## src/rtl/wb_port_arbiter_pkg.sv

```systemverilog
// Shared definitions for the regfile write-port arbiter.
// Register indices and the grant-source encoding.
package wb_defs;

  localparam logic [4:0] STATUS_REG = 5'd30;
  localparam logic [4:0] REG_ZERO   = 5'd0;

  typedef enum logic [2:0] {
    G_NONE,
    G_ST,
    G_MDEXC,
    G_MD,
    G_PIPE,
    G_PIPE_ST
  } grant_e;

endpackage

```

## src/rtl/wb_pending_slot.sv

```systemverilog
// Single-entry holding slot for a deferred regfile write.
// Set takes precedence over clear; synchronous active-high reset.
module wb_pending_slot (
  input  logic        clock,
  input  logic        reset,
  input  logic        set,
  input  logic        clr,
  input  logic [4:0]  set_rd,
  input  logic [31:0] set_data,
  output logic        v,
  output logic [4:0]  rd,
  output logic [31:0] data
);

  logic        v_q, v_d;
  logic [4:0]  rd_q, rd_d;
  logic [31:0] data_q, data_d;

  always_comb begin
    v_d    = v_q;
    rd_d   = rd_q;
    data_d = data_q;
    if (clr) v_d = 1'b0;
    if (set) begin
      v_d    = 1'b1;
      rd_d   = set_rd;
      data_d = set_data;
    end
  end

  always_ff @(posedge clock) begin
    if (reset) begin
      v_q    <= 1'b0;
      rd_q   <= '0;
      data_q <= '0;
    end else begin
      v_q    <= v_d;
      rd_q   <= rd_d;
      data_q <= data_d;
    end
  end

  assign v    = v_q;
  assign rd   = rd_q;
  assign data = data_q;

endmodule

```

## src/rtl/wb_port_arbiter.sv

```systemverilog
// Arbitrates the single regfile write port among W-stage primary,
// W-stage rstatus and mult/div completion, with bounded md starvation.
module wb_port_arbiter
  import wb_defs::*;
#(
  parameter int unsigned STARVE_LIMIT = 4,
  parameter int unsigned CNT_W        = 3
) (
  input  logic        clock,
  input  logic        reset,
  input  logic        pipe_we,
  input  logic [4:0]  pipe_rd,
  input  logic [31:0] pipe_data,
  input  logic        pipe_st_we,
  input  logic [31:0] pipe_st_data,
  input  logic        md_valid,
  input  logic [4:0]  md_rd,
  input  logic [31:0] md_data,
  input  logic        md_exception,
  output logic        md_ready,
  output logic        stall_pipe,
  output logic        ctrl_writeEnable,
  output logic [4:0]  ctrl_writeReg,
  output logic [31:0] data_writeReg
);

  localparam logic [CNT_W-1:0] LIMIT = CNT_W'(STARVE_LIMIT);

  logic             st_v, md_v;
  logic [4:0]       st_rd, md_prd;
  logic [31:0]      st_data, md_pdata;
  logic             st_set, st_clr, md_set, md_clr;
  logic             md_exc_q, md_exc_d;
  logic             md_exc_v_q, md_exc_v_d;
  logic [CNT_W-1:0] wait_cnt_q, wait_cnt_d;
  logic             md_force, stall_int;
  logic             pipe_pw, pipe_any;
  grant_e           grant;

  wb_pending_slot u_st_slot (
    .clock    (clock),
    .reset    (reset),
    .set      (st_set),
    .clr      (st_clr),
    .set_rd   (STATUS_REG),
    .set_data (pipe_st_data),
    .v        (st_v),
    .rd       (st_rd),
    .data     (st_data)
  );

  wb_pending_slot u_md_slot (
    .clock    (clock),
    .reset    (reset),
    .set      (md_set),
    .clr      (md_clr),
    .set_rd   (md_rd),
    .set_data (md_data),
    .v        (md_v),
    .rd       (md_prd),
    .data     (md_pdata)
  );

  always_comb begin
    md_force  = md_v & (wait_cnt_q == LIMIT);
    stall_int = st_v | md_exc_v_q | md_force;
    pipe_pw   = pipe_we & (pipe_rd != REG_ZERO);
    pipe_any  = ~stall_int & (pipe_pw | pipe_st_we);

    grant = G_NONE;
    priority case (1'b1)
      st_v:       grant = G_ST;
      md_exc_v_q: grant = G_MDEXC;
      md_force:   grant = G_MD;
      pipe_any:   grant = pipe_pw ? G_PIPE : G_PIPE_ST;
      md_v:       grant = G_MD;
      default:    grant = G_NONE;
    endcase

    ctrl_writeEnable = 1'b0;
    ctrl_writeReg    = '0;
    data_writeReg    = '0;
    unique case (grant)
      G_ST: begin
        ctrl_writeEnable = 1'b1;
        ctrl_writeReg    = st_rd;
        data_writeReg    = st_data;
      end
      G_MDEXC: begin
        ctrl_writeEnable = 1'b1;
        ctrl_writeReg    = STATUS_REG;
        data_writeReg    = 32'd1;
      end
      G_MD: begin
        // r0 destinations still drain the slot but never use the port
        if (md_prd != REG_ZERO) begin
          ctrl_writeEnable = 1'b1;
          ctrl_writeReg    = md_prd;
          data_writeReg    = md_pdata;
        end
      end
      G_PIPE: begin
        ctrl_writeEnable = 1'b1;
        ctrl_writeReg    = pipe_rd;
        data_writeReg    = pipe_data;
      end
      G_PIPE_ST: begin
        ctrl_writeEnable = 1'b1;
        ctrl_writeReg    = STATUS_REG;
        data_writeReg    = pipe_st_data;
      end
      default: ;
    endcase

    if (reset) begin
      ctrl_writeEnable = 1'b0;
      ctrl_writeReg    = '0;
      data_writeReg    = '0;
    end

    md_ready   = ~md_v & ~reset;
    stall_pipe = stall_int & ~reset;

    st_set = (grant == G_PIPE) & pipe_st_we;
    st_clr = (grant == G_ST);
    md_set = md_valid & md_ready;
    md_clr = (grant == G_MD);

    md_exc_d = md_set ? md_exception : md_exc_q;

    md_exc_v_d = md_exc_v_q;
    if (grant == G_MDEXC) md_exc_v_d = 1'b0;
    if (md_clr)           md_exc_v_d = md_exc_q;

    wait_cnt_d = wait_cnt_q;
    if (!md_v || md_clr)       wait_cnt_d = '0;
    else if (wait_cnt_q < LIMIT) wait_cnt_d = wait_cnt_q + 1'b1;
  end

  always_ff @(posedge clock) begin
    if (reset) begin
      md_exc_q   <= 1'b0;
      md_exc_v_q <= 1'b0;
      wait_cnt_q <= '0;
    end else begin
      md_exc_q   <= md_exc_d;
      md_exc_v_q <= md_exc_v_d;
      wait_cnt_q <= wait_cnt_d;
    end
  end

endmodule

```

## config.mk

```make
export PLATFORM = sky130hd
export DESIGN_NAME = wb_port_arbiter
export DESIGN_NICKNAME = d
export VERILOG_FILES = /design/src/rtl/wb_port_arbiter_pkg.sv /design/src/rtl/wb_pending_slot.sv /design/src/rtl/wb_port_arbiter.sv
export SDC_FILE = /design/constraint.sdc
export NUM_CORES = 1
export LEC_CHECK = 0
export CAP_MARGIN = 0
export CORE_UTILIZATION = 49
export DETAILED_ROUTE_END_ITERATION = 10
export PLACE_DENSITY_LB_ADDON = 0.25
export SLEW_MARGIN = 20
export SYNTH_ARGS = -nofsm -noshare
export SYNTH_HDL_FRONTEND = slang
export SYNTH_SLANG_ARGS = --single-unit
```

## constraint.sdc

```tcl
create_clock -name clock -period 3.5 [get_ports clock]
set_input_delay 0.875 -clock clock [delete_from_list [all_inputs] [get_ports clock]]
set_output_delay 0.875 -clock clock [all_outputs]
set_load 0.05 [all_outputs]
```

==> metrics.csv <==
metric,value,unit
# setup viols final,0,
fillers,813,
"commonest non-fill, non-tap cell in the layout",nand2_1,
worst skew pair latency,0.38,ns
Slew @ Worst Pin,0.6040,ns
layout cells sized above 1,0.1891,
die area,0.01129,sq mm
post-route ant nets,0,
largest net degree at the start of global routing,78,
Routed WL per cell,18.58,um
leakage power,2.747,nW
"critical path fanouts, max",5,
fin crit share,0.9824,
Peak supply drop,0.0002862,V
R2R setup slack,1.15,ns
Metal-1 WL,7.509,mm
hold path start,md_exc_q,
Slew headroom,0.5973,
Mapped Avg Cell Area,7.408,sq um
register clock-pin slew on the reported worst setup and hold paths,0.09,ns
clock skew,0.01097,ns
I/O Pins,152,
Cells after Synth,719,
synth warn,0,
Synth cell types,36,
status,"finished, final reports clean",
# diodes,0,
total grt overflow,0,
worst path arrival time,2.56,ns
Hold Fails Final Rpt,0,
DR pass1 iterations,5,
PD cells,323.3,mW/mm^2
r2r startpoint,md_exc_v_q,
Reg2Reg Capture Point,u_st_slot.data[6],
NumNets Final,955,
"commonest cells after routing, fill and taps aside","nand2_1, clkdlybuf4s50_1, nand2b_1, dfxtp_1, o21ai_0",
RSZ-0062 raised after global routing,no,
endpoint of the worst hold path,md_exc_v_q,
CTS H-tree lvls,3,
drt drc,0,
CP startpoint kind,input port,
Final GP Congestion,0.8858,
post-DP HPWL,11.94,mm
cts hold-fix bufs,0,
Seq cells post-synth,77,
Num CTS Buffers,9,
Die Y,106.3,um
CP Capture Type,primary output,
initial antenna violation count,0,
routed length on met2,8.664,mm
post-synthesis sequential area ratio,0.2894,
mapped cell area,0.005326,sq mm
Hold WC Path Type,reg -> reg,
post-synthesis net count,833,
Starting Density,0.5114,
routed wl met3,1.635,mm
Clock Sinks,77,
hold slack,0.4746,ns
Final Critical Period,3.439,ns
CTS tree,yes,
hold depth,2,
Iteration-0 DRC Markers,669,
DRT Wirelength,18.24,mm
via density per instance,6.175,
DR top layer,met4,
Pwr Total,2.416,mW
Worst EP required,2.62,ns
Tot GR Track Use,0.3260,
global-route wire length before repair,29.23,mm
die width,106.3,um
site row count,37,
Port Buffer Count,151,
maxcap violations,0,
Root Buffer,clkbuf_8,
vias in the first global route,5923,
kind of critical path,in -> out,
via count,6064,
clock buffer depth,2,
area of the core,0.01042,sq mm
Pins Over Slew Limit,0,
f_max,290.8,MHz
worst reg2reg path depth,7,
area grow syn2layout,40.31,%
==> cell type report <==
class	count	area, sq um	share of cell area
multi-input combinational	553	3596	0.4812
timing repair buffer	197	1988	0.2660
sequential	77	1541	0.2063
tap	136	170.2	0.02277
clock buffer	10	127.6	0.01708
clock inverter	6	38.79	0.005190
inverter	3	11.26	0.001507
==> registers in the layout, summed over array words and instances (netlist names) <==
| register | flops |
|---|---|
| u_md_slot.data | 32 |
| u_st_slot.data | 32 |
| u_md_slot.rd | 5 |
| wait_cnt_q | 3 |
| md_exc_q | 1 |
| md_exc_v_q | 1 |
| u_md_slot.v | 1 |
| u_st_slot.rd | 1 |
| u_st_slot.v | 1 |
==> report_power, final <==
group          total, mW  switching, mW  internal (mW)
Combinational      0.847          0.486          0.361
Clock              0.609          0.353          0.256
Sequential         0.960         0.0304          0.930
==> critical path, cell delays in order <==
cell,delay [ns]
dlygate4sd2_1,0.24
or2_4,0.28
o311ai_4,0.30
buf_6,0.21
buf_12,0.12
buf_16,0.10
a32oi_1,0.10
a21oi_2,0.16
buf_6,0.17
==> worst max path at each step <==
stage | from | to | slack, ns | depth (start not counted)
floorplan | pipe_rd[2] | ctrl_writeReg[1] | 0.07 | 6
global placement | pipe_rd[1] | ctrl_writeReg[3] | -0.24 | 7
detailed placement | pipe_rd[1] | ctrl_writeReg[3] | -0.29 | 7
CTS | pipe_rd[1] | data_writeReg[30] | 0.0006 | 9
global route | pipe_rd[2] | data_writeReg[18] | 0.01 | 9
finish | pipe_rd[2] | data_writeReg[18] | 0.06 | 9
==> layer usage <==
metal	vias to the layer above	GRT usage
met4	0	0.1280
met3	53	0.07971
met5	-	0
met2	329	0.5311
met1	2815	0.4122
li1	2867	-
==> Yosys cell counts (all sizes together) <==
library cell	n	area share
or2	2	0.0023
o311ai	33	0.058
and2	2	0.0023
inv	3	0.0021
a211o	1	0.0016
nand2	105	0.074
o31ai	32	0.045
o22ai	32	0.038
or3	1	0.0012
mux2	2	0.0042
o21a	1	0.0014
xor2	1	0.0016
ha	2	0.0047
nand2b	102	0.12
a311oi	1	0.0016
nor2	11	0.0078
clkbuf	68	0.048
a32oi	31	0.051
nor3	1	0.00094
nor2b	1	0.0012
a31o	1	0.0016
a31oi	7	0.0082
nand3	11	0.010
buf	18	0.021
nand4	1	0.0012
dfxtp	77	0.29
o21ba	1	0.0019
o21ai	71	0.067
o211a	1	0.0019
and3	32	0.038
mux2i	33	0.062
a21oi	34	0.032
==> timing repair <==
item                       4_1_cts  5_1_grt
pin swaps                       26        4
cloned                           2        0
gates resized for setup         62        4
setup endpoints to repair       38       24
setup buffers                    6        1
==> metrics by stage <==
stage | utilization | cells | instance area, sq um | TNS, ns | worst slack (ns)
after global placement | 0.6747 | 959 | 7028 | -7.746 | -0.2446
after CTS | 0.7183 | 982 | 7482 | 0 | 0.0006193
after floorplan | - | 719 | 5475 | 0 | 0.06972
final | 0.7175 | 982 | 7473 | 0 | 0.06150
after global routing | 0.7175 | 982 | 7473 | 0 | 0.01082
after detailed placement | 0.6747 | 959 | 7028 | -8.988 | -0.2907
==> cells by family after synthesis <==
family | synth area share
AOI/OAI and AO/OA | 0.3082
xor gates and xnor gates | 0.001645
adders and majority gates | 0.004697
buffers and inverters | 0.07117
DFF | 0.2894
muxes | 0.06624
and+or+nand+nor | 0.2586
Note: power is estimated with default switching activity, not from simulation.
